[src/rtl/fsb_word_packer.sv]
// Width converter between 32-bit host words and 80-bit FSB packets.
// Packs three host words into a TX packet FIFO; unpacks RX packets into three host words.

module fsb_word_packer_fifo #(
  parameter int WIDTH = 80,
  parameter int DEPTH = 4
) (
  input  logic                       clk,
  input  logic                       rst_n,
  input  logic                       i_push,
  input  logic [WIDTH-1:0]           i_push_data,
  input  logic                       i_pop,
  output logic [WIDTH-1:0]           o_head,
  output logic [$clog2(DEPTH):0]     o_count,
  output logic                       o_full,
  output logic                       o_empty
);
  localparam int PW = $clog2(DEPTH) + 1;

  logic [WIDTH-1:0] r_mem [DEPTH];
  logic [PW-1:0]    r_wptr;
  logic [PW-1:0]    r_rptr;
  logic [PW-1:0]    w_count;

  // Pointers carry one extra wrap bit so full and empty differ.
  assign w_count = r_wptr - r_rptr;
  assign o_count = w_count;
  assign o_full  = (w_count == PW'(DEPTH));
  assign o_empty = (w_count == '0);
  assign o_head  = r_mem[r_rptr[PW-2:0]];

  always_ff @(posedge clk or negedge rst_n) begin
    if (!rst_n) begin
      r_wptr <= '0;
      r_rptr <= '0;
      // NOTE: storage is cleared here so the head output reads zero after reset.
      for (int i = 0; i < DEPTH; i++) begin
        r_mem[i] <= '0;
      end
    end else begin
      // NOTE: non-blocking assignments keep every register update tied to the same edge.
      if (i_push && !o_full) begin
        r_mem[r_wptr[PW-2:0]] <= i_push_data;
        r_wptr                <= r_wptr + PW'(1);
      end
      if (i_pop && !o_empty) begin
        r_rptr <= r_rptr + PW'(1);
      end
    end
  end
endmodule

module fsb_word_packer #(
  parameter int FSB_WIDTH  = 80,
  parameter int FIFO_DEPTH = 4
) (
  input  logic                          clk_main_a0,
  input  logic                          rst_main_n,
  input  logic [31:0]                   wr_data_i,
  input  logic                          wr_v_i,
  output logic                          wr_ready_o,
  output logic [FSB_WIDTH-1:0]          fsb_data_o,
  output logic                          fsb_v_o,
  input  logic                          fsb_yumi_i,
  input  logic [FSB_WIDTH-1:0]          fsb_data_i,
  input  logic                          fsb_v_i,
  output logic                          fsb_ready_o,
  output logic [31:0]                   rd_data_o,
  output logic                          rd_v_o,
  input  logic                          rd_yumi_i,
  output logic [$clog2(FIFO_DEPTH):0]   tx_count_o,
  output logic [$clog2(FIFO_DEPTH):0]   rx_count_o
);

  if (FSB_WIDTH != 80) begin : g_bad_fsb_width
    $error("fsb_word_packer: FSB_WIDTH must be 80");
  end
  if (FIFO_DEPTH < 2 || (FIFO_DEPTH & (FIFO_DEPTH - 1)) != 0) begin : g_bad_fifo_depth
    $error("fsb_word_packer: FIFO_DEPTH must be a power of two >= 2");
  end

  typedef enum logic [1:0] {
    WORD0 = 2'd0,
    WORD1 = 2'd1,
    WORD2 = 2'd2
  } word_sel_e;

  // ---------------- TX packer ----------------
  word_sel_e              r_tx_sel;
  logic [63:0]            r_asm;
  logic                   w_wr_fire;
  logic                   w_tx_push;
  logic [FSB_WIDTH-1:0]   w_tx_push_data;
  logic                   w_tx_full;
  logic                   w_tx_empty;

  // Back-pressure only the packet-completing word; no bypass from a same-cycle pop.
  assign wr_ready_o     = !(r_tx_sel == WORD2 && w_tx_full);
  assign w_wr_fire      = wr_v_i && wr_ready_o;
  assign w_tx_push      = w_wr_fire && (r_tx_sel == WORD2);
  assign w_tx_push_data = {wr_data_i[15:0], r_asm};

  always_ff @(posedge clk_main_a0 or negedge rst_main_n) begin
    if (!rst_main_n) begin
      r_tx_sel <= WORD0;
      r_asm    <= '0;
    end else if (w_wr_fire) begin
      case (r_tx_sel)
        WORD0: begin
          r_asm[31:0] <= wr_data_i;
          r_tx_sel    <= WORD1;
        end
        WORD1: begin
          r_asm[63:32] <= wr_data_i;
          r_tx_sel     <= WORD2;
        end
        default: begin
          r_tx_sel <= WORD0;
        end
      endcase
    end
  end

  fsb_word_packer_fifo #(
    .WIDTH (FSB_WIDTH),
    .DEPTH (FIFO_DEPTH)
  ) u_tx_fifo (
    .clk         (clk_main_a0),
    .rst_n       (rst_main_n),
    .i_push      (w_tx_push),
    .i_push_data (w_tx_push_data),
    .i_pop       (fsb_yumi_i),
    .o_head      (fsb_data_o),
    .o_count     (tx_count_o),
    .o_full      (w_tx_full),
    .o_empty     (w_tx_empty)
  );

  assign fsb_v_o = !w_tx_empty;

  // ---------------- RX unpacker ----------------
  word_sel_e              r_rd_sel;
  logic [FSB_WIDTH-1:0]   w_rx_head;
  logic                   w_rx_push;
  logic                   w_rx_pop;
  logic                   w_rd_fire;
  logic                   w_rx_full;
  logic                   w_rx_empty;

  assign fsb_ready_o = !w_rx_full;
  assign w_rx_push   = fsb_v_i && fsb_ready_o;
  assign rd_v_o      = !w_rx_empty;
  assign w_rd_fire   = rd_yumi_i && rd_v_o;
  assign w_rx_pop    = w_rd_fire && (r_rd_sel == WORD2);

  always_ff @(posedge clk_main_a0 or negedge rst_main_n) begin
    if (!rst_main_n) begin
      r_rd_sel <= WORD0;
    end else if (w_rd_fire) begin
      case (r_rd_sel)
        WORD0:   r_rd_sel <= WORD1;
        WORD1:   r_rd_sel <= WORD2;
        default: r_rd_sel <= WORD0;
      endcase
    end
  end

  fsb_word_packer_fifo #(
    .WIDTH (FSB_WIDTH),
    .DEPTH (FIFO_DEPTH)
  ) u_rx_fifo (
    .clk         (clk_main_a0),
    .rst_n       (rst_main_n),
    .i_push      (w_rx_push),
    .i_push_data (fsb_data_i),
    .i_pop       (w_rx_pop),
    .o_head      (w_rx_head),
    .o_count     (rx_count_o),
    .o_full      (w_rx_full),
    .o_empty     (w_rx_empty)
  );

  always_comb begin
    // NOTE: assigning a default first keeps this block free of inferred latches.
    rd_data_o = '0;
    case (r_rd_sel)
      WORD0:   rd_data_o = w_rx_head[31:0];
      WORD1:   rd_data_o = w_rx_head[63:32];
      WORD2:   rd_data_o = {16'h0, w_rx_head[79:64]};
      default: rd_data_o = '0;
    endcase
  end

endmodule
[config.mk]
export PLATFORM = sky130hd
export DESIGN_NAME = fsb_word_packer
export DESIGN_NICKNAME = d
export VERILOG_FILES = /design/src/rtl/fsb_word_packer.sv
export SDC_FILE = /design/constraint.sdc
export NUM_CORES = 1
export LEC_CHECK = 0
export ABC_AREA = 1
export CAP_MARGIN = 20
export CELL_PAD_IN_SITES_DETAIL_PLACEMENT = 2
export CELL_PAD_IN_SITES_GLOBAL_PLACEMENT = 2
export CORE_ASPECT_RATIO = 0.8
export CORE_MARGIN = 8
export CORE_UTILIZATION = 38
export DETAILED_ROUTE_END_ITERATION = 16
export GPL_TIMING_DRIVEN = 0
export PLACE_DENSITY_LB_ADDON = 0.05
export REMOVE_ABC_BUFFERS = 1
export SYNTH_ARGS = -nofsm -noshare
export SYNTH_HDL_FRONTEND = slang
export SYNTH_SLANG_ARGS = --single-unit
export TNS_END_PERCENT = 100
[constraint.sdc]
create_clock -name clk_main_a0 -period 5.8 [get_ports clk_main_a0]
set_clock_uncertainty 0.05 [all_clocks]
set_input_delay 1.74 -clock clk_main_a0 [delete_from_list [all_inputs] [get_ports clk_main_a0]]
set_output_delay 1.74 -clock clk_main_a0 [all_outputs]
set_load 0.1 [all_outputs]
== After elaboration in Yosys (flattened, before gate mapping) ==
Index checks and enable logic that the tools add are counted.
Widths: inputs -> output; s select.
Storage, ports and cells
  bits in registers: 720
  output and inout bits: 122
  word-level logic and storage cells: 76
Cells by class
  $add $sub $neg: 6
  $lt $le $gt $ge: 6
  eq/ne operators: 6
  muxes and demuxes: 15
  bitwise gates (word level): 4
  reductions and logical operators: 23
Operators with widths (number)
  $bwmux 320: 2
  $mux 80: 6
  $bmux 80 s2: 2
  $demux 80 s2: 2
  $pmux 32 s3: 1
  $add 3x1->3 const B: 4
  $ge 3x3->1 const B: 4
  $logic_and 1x1->1: 12
  $not 2->3: 4
  $pmux 2 s2: 2
  $eq 3x3->1 const B: 2
  $logic_not 3->1: 2
  $lt 3x1->1 const B: 2
  $sub 3x3->3: 2
  $logic_not 1->1: 5
  $eq 2x1->1 const B: 2
  $eq 2x2->1 const B: 2
  $logic_not 2->1: 2
  $reduce_and 2->1: 2

== Logic depth before layout (Yosys ltp) ==
  depth in word-level cells: 7
  mapped depth: 13

== Hierarchy ==
Synthesis repeated with hierarchy kept, for this count alone.
Second synthesis, totals
  cells, all modules: 4261
  area total of the unflattened synthesis: 34754.6 µm²
By module, submodules not included
  fsb_word_packer_fifo at u_rx_fifo: times used 1, cells an instance 1936, area each 15835.2 µm², sequential area each 8157.8 µm²
  fsb_word_packer_fifo at u_tx_fifo: times used 1, cells an instance 1936, area each 15787.6 µm², sequential area each 8157.8 µm²
  fsb_word_packer: times used 1, cells an instance 389, area each 3131.8 µm², sequential area each 1701.6 µm²

== Worst setup path after synthesis ==
Ideal clock, no wire load.
  kind: reg2out
  from: reg u_tx_fifo.r_wptr[0]
  to: out wr_ready_o
  data arrival time: 3010 ps
  setup slack: 1000 ps
  cell stages (with the launch flop): 8
  buffers on the path: 0
  cell sequence: dfrtp_1 > inv_1 > ha_1 > fa_1 > inv_1 > nand2_1 > nand2_1 > nand4_1
On the way
  longest elaborated chain between the ends: 4
Ends and longest elaborated chain
  start, declared: line 21  | logic [PW-1:0] r_wptr;
  start signal, assigned: line 44  | r_wptr <= r_wptr + PW'(1);
  $sub 3x3->3: line 26  | assign w_count = r_wptr - r_rptr;
  named net tx_count_o[2]: line 71  | output logic [$clog2(FIFO_DEPTH):0] tx_count_o,
  $eq 3x3->1: line 28  | assign o_full = (w_count == PW'(DEPTH));
  $logic_and 1x1->1: line 98  | assign wr_ready_o = !(r_tx_sel == WORD2 && w_tx_full);
  $logic_not 1->1: line 98
  end, declared: line 61  | output logic wr_ready_o,
The timed path passes the listed nets, and every way through them passes these cells.

== Worst setup path in the final report ==
  from: reg u_rx_fifo.r_rptr[0]
  to: out fsb_ready_o
On the way
  longest elaborated chain between the ends: 3
Ends and longest elaborated chain
  start, declared: line 22  | logic [PW-1:0] r_rptr;
  start signal, assigned: line 47  | r_rptr <= r_rptr + PW'(1);
  $sub 3x3->3: line 26
  $eq 3x3->1: line 28
  $logic_not 1->1: line 150  | assign fsb_ready_o = !w_rx_full;
  end, declared: line 67  | output logic fsb_ready_o,
No other way between the ends.

==> run_results.csv <==
group,metric,value,unit
cells_and_area,finalInstanceArea,41000,µm²
setup_path,crit_path_top_delay_cell,"dfrtp_4",
synth,syn_area,34800,µm²
synth,yosys_warnings,0,
synth,synth_top_area_cell,"dfrtp_1",
grt,grt_pass1_wl,212,mm
floorplanning,coreArea,90900,µm²
cells_and_area,register_area,18000,µm²
setup_path,crit_cells,10,
setup_path,r2r_setup_slack,1.20,ns
cells_and_area,synthToLayoutAreaGrowth,17.9,%
cells_and_area,multi_input_area,14700,µm²
synth,synth.distinct_cells,24,
setup_path,cp-startpoint,"u_rx_fifo.r_rptr[0]$_DFFE_PN0P_",
cells_and_area,instances_no_fill,5584,
cells_and_area,drive_above_1_share,0.0488,
setup_path,crit_path_frequent_cell,"nand2_1",
floorplanning,placementRows,99,
setup_path,critical-path-max-stage-delay,0.71,ns
clock_tree,clkLatencyLatePin,0.63,ns
setup_path,endpoint,"fsb_ready_o",
clock_tree,cts_tree,"built",
grt,overflow,0,
setup_path,r2r_cells,11,
synth,syn_inst,4331,
timing,finalMaxSlewViolations,0,
clock_tree,cts_sinks,720,
timing,fmax,174,MHz
timing,setup_viol,0,
place,port_buffers,239,
setup_path,required,4.01,ns
cells_and_area,nets,4444,
timing,timing.final.crit_share,0.993,
clock_tree,clockBufferDepth,3,
timing,rsz0062_at_grt,"true",
timing,hold_viol_final,0,
clock_tree,postCtsSetupRepairBufs,0,
clock_tree,clkSlewWorstSetupHoldPaths,0.06,ns
floorplanning,die_w,354,µm
synth,yosysTopAreaCellShare,0.518,
setup_path,cp_cell_sequence,"ha_1 -> fa_1 -> inv_1 -> nand2_1 -> nand2_1 -> nand2_1 -> nand3_4 -> buf_16 -> buf_16 -> buf_4",
setup_path,crit_fanout,75,
floorplanning,start_util,0.382,
place,placedCellCount,5439,
synth,netlist_top_cells_area,"dfrtp_1, nand2_1, nand4_1",
cells_and_area,nFillCells,10000,
setup_path,cp.arrival,3.97,ns
clock_tree,cts_max_level,3,
synth,synth_seq_area_share,0.518,
grt,top_usage_layer,"met2",
grt,grt_pass1_vias,35900,
detailed_routing,drt_wl_total,134,mm
timing,tightest_slew,1.16,ns
setup_path,path_delay_family,"buffers and inverters",
grt,use_met3,0.0351,
clock_tree,cts_buffers,81,
detailed_routing,dr.pass1.iters,5,
flow_run,cap_violations,0,
place,place_hpwl,72.6,mm
detailed_routing,via_per_inst,5.80,
grt,antenna_found_initial,8,
grt,grt_max_degree,128,
grt,use_met1,0.347,
timing,setup_tns,0,ns
cells_and_area,final_util,0.451,
timing,slew_headroom,0.229,
setup_path,reg2reg_from,"u_tx_fifo.r_rptr[0]$_DFFE_PN0P_",
setup_path,worstSetupPathType,"reg -> out",
detailed_routing,drt_iter0_markers,1765,
detailed_routing,post_drt_wl_per_cell,23.9,µm
floorplanning,die_area,101000,µm²
setup_path,r2r_end,"u_tx_fifo.r_mem[12]$_DFFE_PN0P_",
status,status,"finished, final reports clean",
setup_path,worstSetupEndpointType,"primary output",
detailed_routing,drc,0,
setup_path,cp-start-kind,"flop",
clock_tree,root_buffer,"clkbuf_16",
hold_path,hold_path_class,"reg -> reg",
synth,avgSynthCellArea,8.03,µm²
grt,global_route.usage.total,0.259,
detailed_routing,num_vias,32400,
setup_path,crit_buf_inv,4,
synth,synth-seq-cells,720,
detailed_routing,ant_nets,0,
grt,met2_usage,0.438,
place,place.gp.congestion,0.694,
place,postPlaceCellArea,38500,µm²
floorplanning,io_pins,240,
floorplanning,die_h,287,µm
timing,fin_crit,5.76,ns
[how the worst min path moves through the flow]
stage,start,to,slack (ns),depth (start not counted)
6_report,u_rx_fifo.r_mem[206]$_DFFE_PN0P_,u_rx_fifo.r_mem[206]$_DFFE_PN0P_,0.41,2
5_1_grt,u_rx_fifo.r_mem[100]$_DFFE_PN0P_,u_rx_fifo.r_mem[100]$_DFFE_PN0P_,0.43,2
4_1_cts,u_tx_fifo.r_mem[212]$_DFFE_PN0P_,u_tx_fifo.r_mem[212]$_DFFE_PN0P_,0.42,2
3_5_place_dp,u_rx_fifo.r_mem[201]$_DFFE_PN0P_,u_rx_fifo.r_mem[201]$_DFFE_PN0P_,0.40,2
3_3_place_gp,u_rx_fifo.r_mem[208]$_DFFE_PN0P_,u_rx_fifo.r_mem[208]$_DFFE_PN0P_,0.40,2
2_1_floorplan,u_rx_fifo.r_mem[100]$_DFFE_PN0P_,u_rx_fifo.r_mem[100]$_DFFE_PN0P_,0.39,2
[cells in the final DEF (no fill, tap or decap), drive strengths merged, types with 50 or more instances in the layout]
cell type	count
o22ai	80
nor2	402
dlygate4sd2	50
nand4	646
nand2	1492
clkbuf	128
clkdlybuf4s50	158
o21ai	467
inv	58
dfrtp	720
buf	69
[kinds of logic after synthesis]
| logic type | synth area share |
|---|---|
| buf+inv | 0.0652 |
| flops | 0.518 |
| fa+ha+maj | 0.00547 |
| xor+xnor | 0.000504 |
| simple gates | 0.329 |
| compound gates | 0.0816 |
[layer usage]
metal	part of all wire	vias up
li1	-	14700
met1	0.45	16900
met2	0.48	610
met3	0.038	199
met4	0.027	6
met5	0.00031	-
[state kept, by name, indices dropped and copies added, names as in the netlist]
signal	count
u_rx_fifo.r_mem	320
u_tx_fifo.r_mem	320
r_asm	64
u_rx_fifo.r_rptr	3
u_rx_fifo.r_wptr	3
u_tx_fifo.r_rptr	3
u_tx_fifo.r_wptr	3
r_rd_sel	2
r_tx_sel	2
[synthesized netlist by cell type (all sizes together)]
cell type / n
buf: 250
clkbuf: 158
clkinv: 1
dfrtp: 720
fa: 2
ha: 12
inv: 55
nand2: 1492
nand3: 43
nand4: 646
nor2: 402
nor3: 1
o21ai: 467
o22ai: 80
xnor2: 1
xor2: 1
[final cells by class]
| type | instances | area share |
|---|---|---|
| Sequential cell | 720 | 0.440 |
| Multi-Input combinational cell | 3148 | 0.359 |
| Timing Repair Buffer | 305 | 0.0987 |
| Clock buffer | 127 | 0.0578 |
| Tap cell | 1212 | 0.0370 |
| Inverter | 56 | 0.00568 |
| Clock inverter | 11 | 0.00223 |
| Antenna cell | 5 | 0.000305 |
[worst min-delay path: stages (launching register included)]
cell and delay, ns:
dfrtp_1 0.34, nand2_1 0.05, nand2_1 0.05
[timing repair]
item,in CTS,in global routing
endpoints found under the hold margin,0,0
setup endpoints to repair,66,54
gates cloned,0,1
resized for setup,60,31
hold buffers,0,0
[stage by stage]
step	setup WS (ns)	hold slack, ns
2_1_floorplan	-4.18	0.387
3_3_place_gp	-32.40	0.398
3_5_place_dp	-0.120	0.403
6_report	0.0397	0.415
5_1_grt	-0.132	0.428
4_1_cts	-0.257	0.419
Power is left out: the tool's default activity adds up to more than one toggle a clock period on the data nets, which glitch-free logic cannot reach.
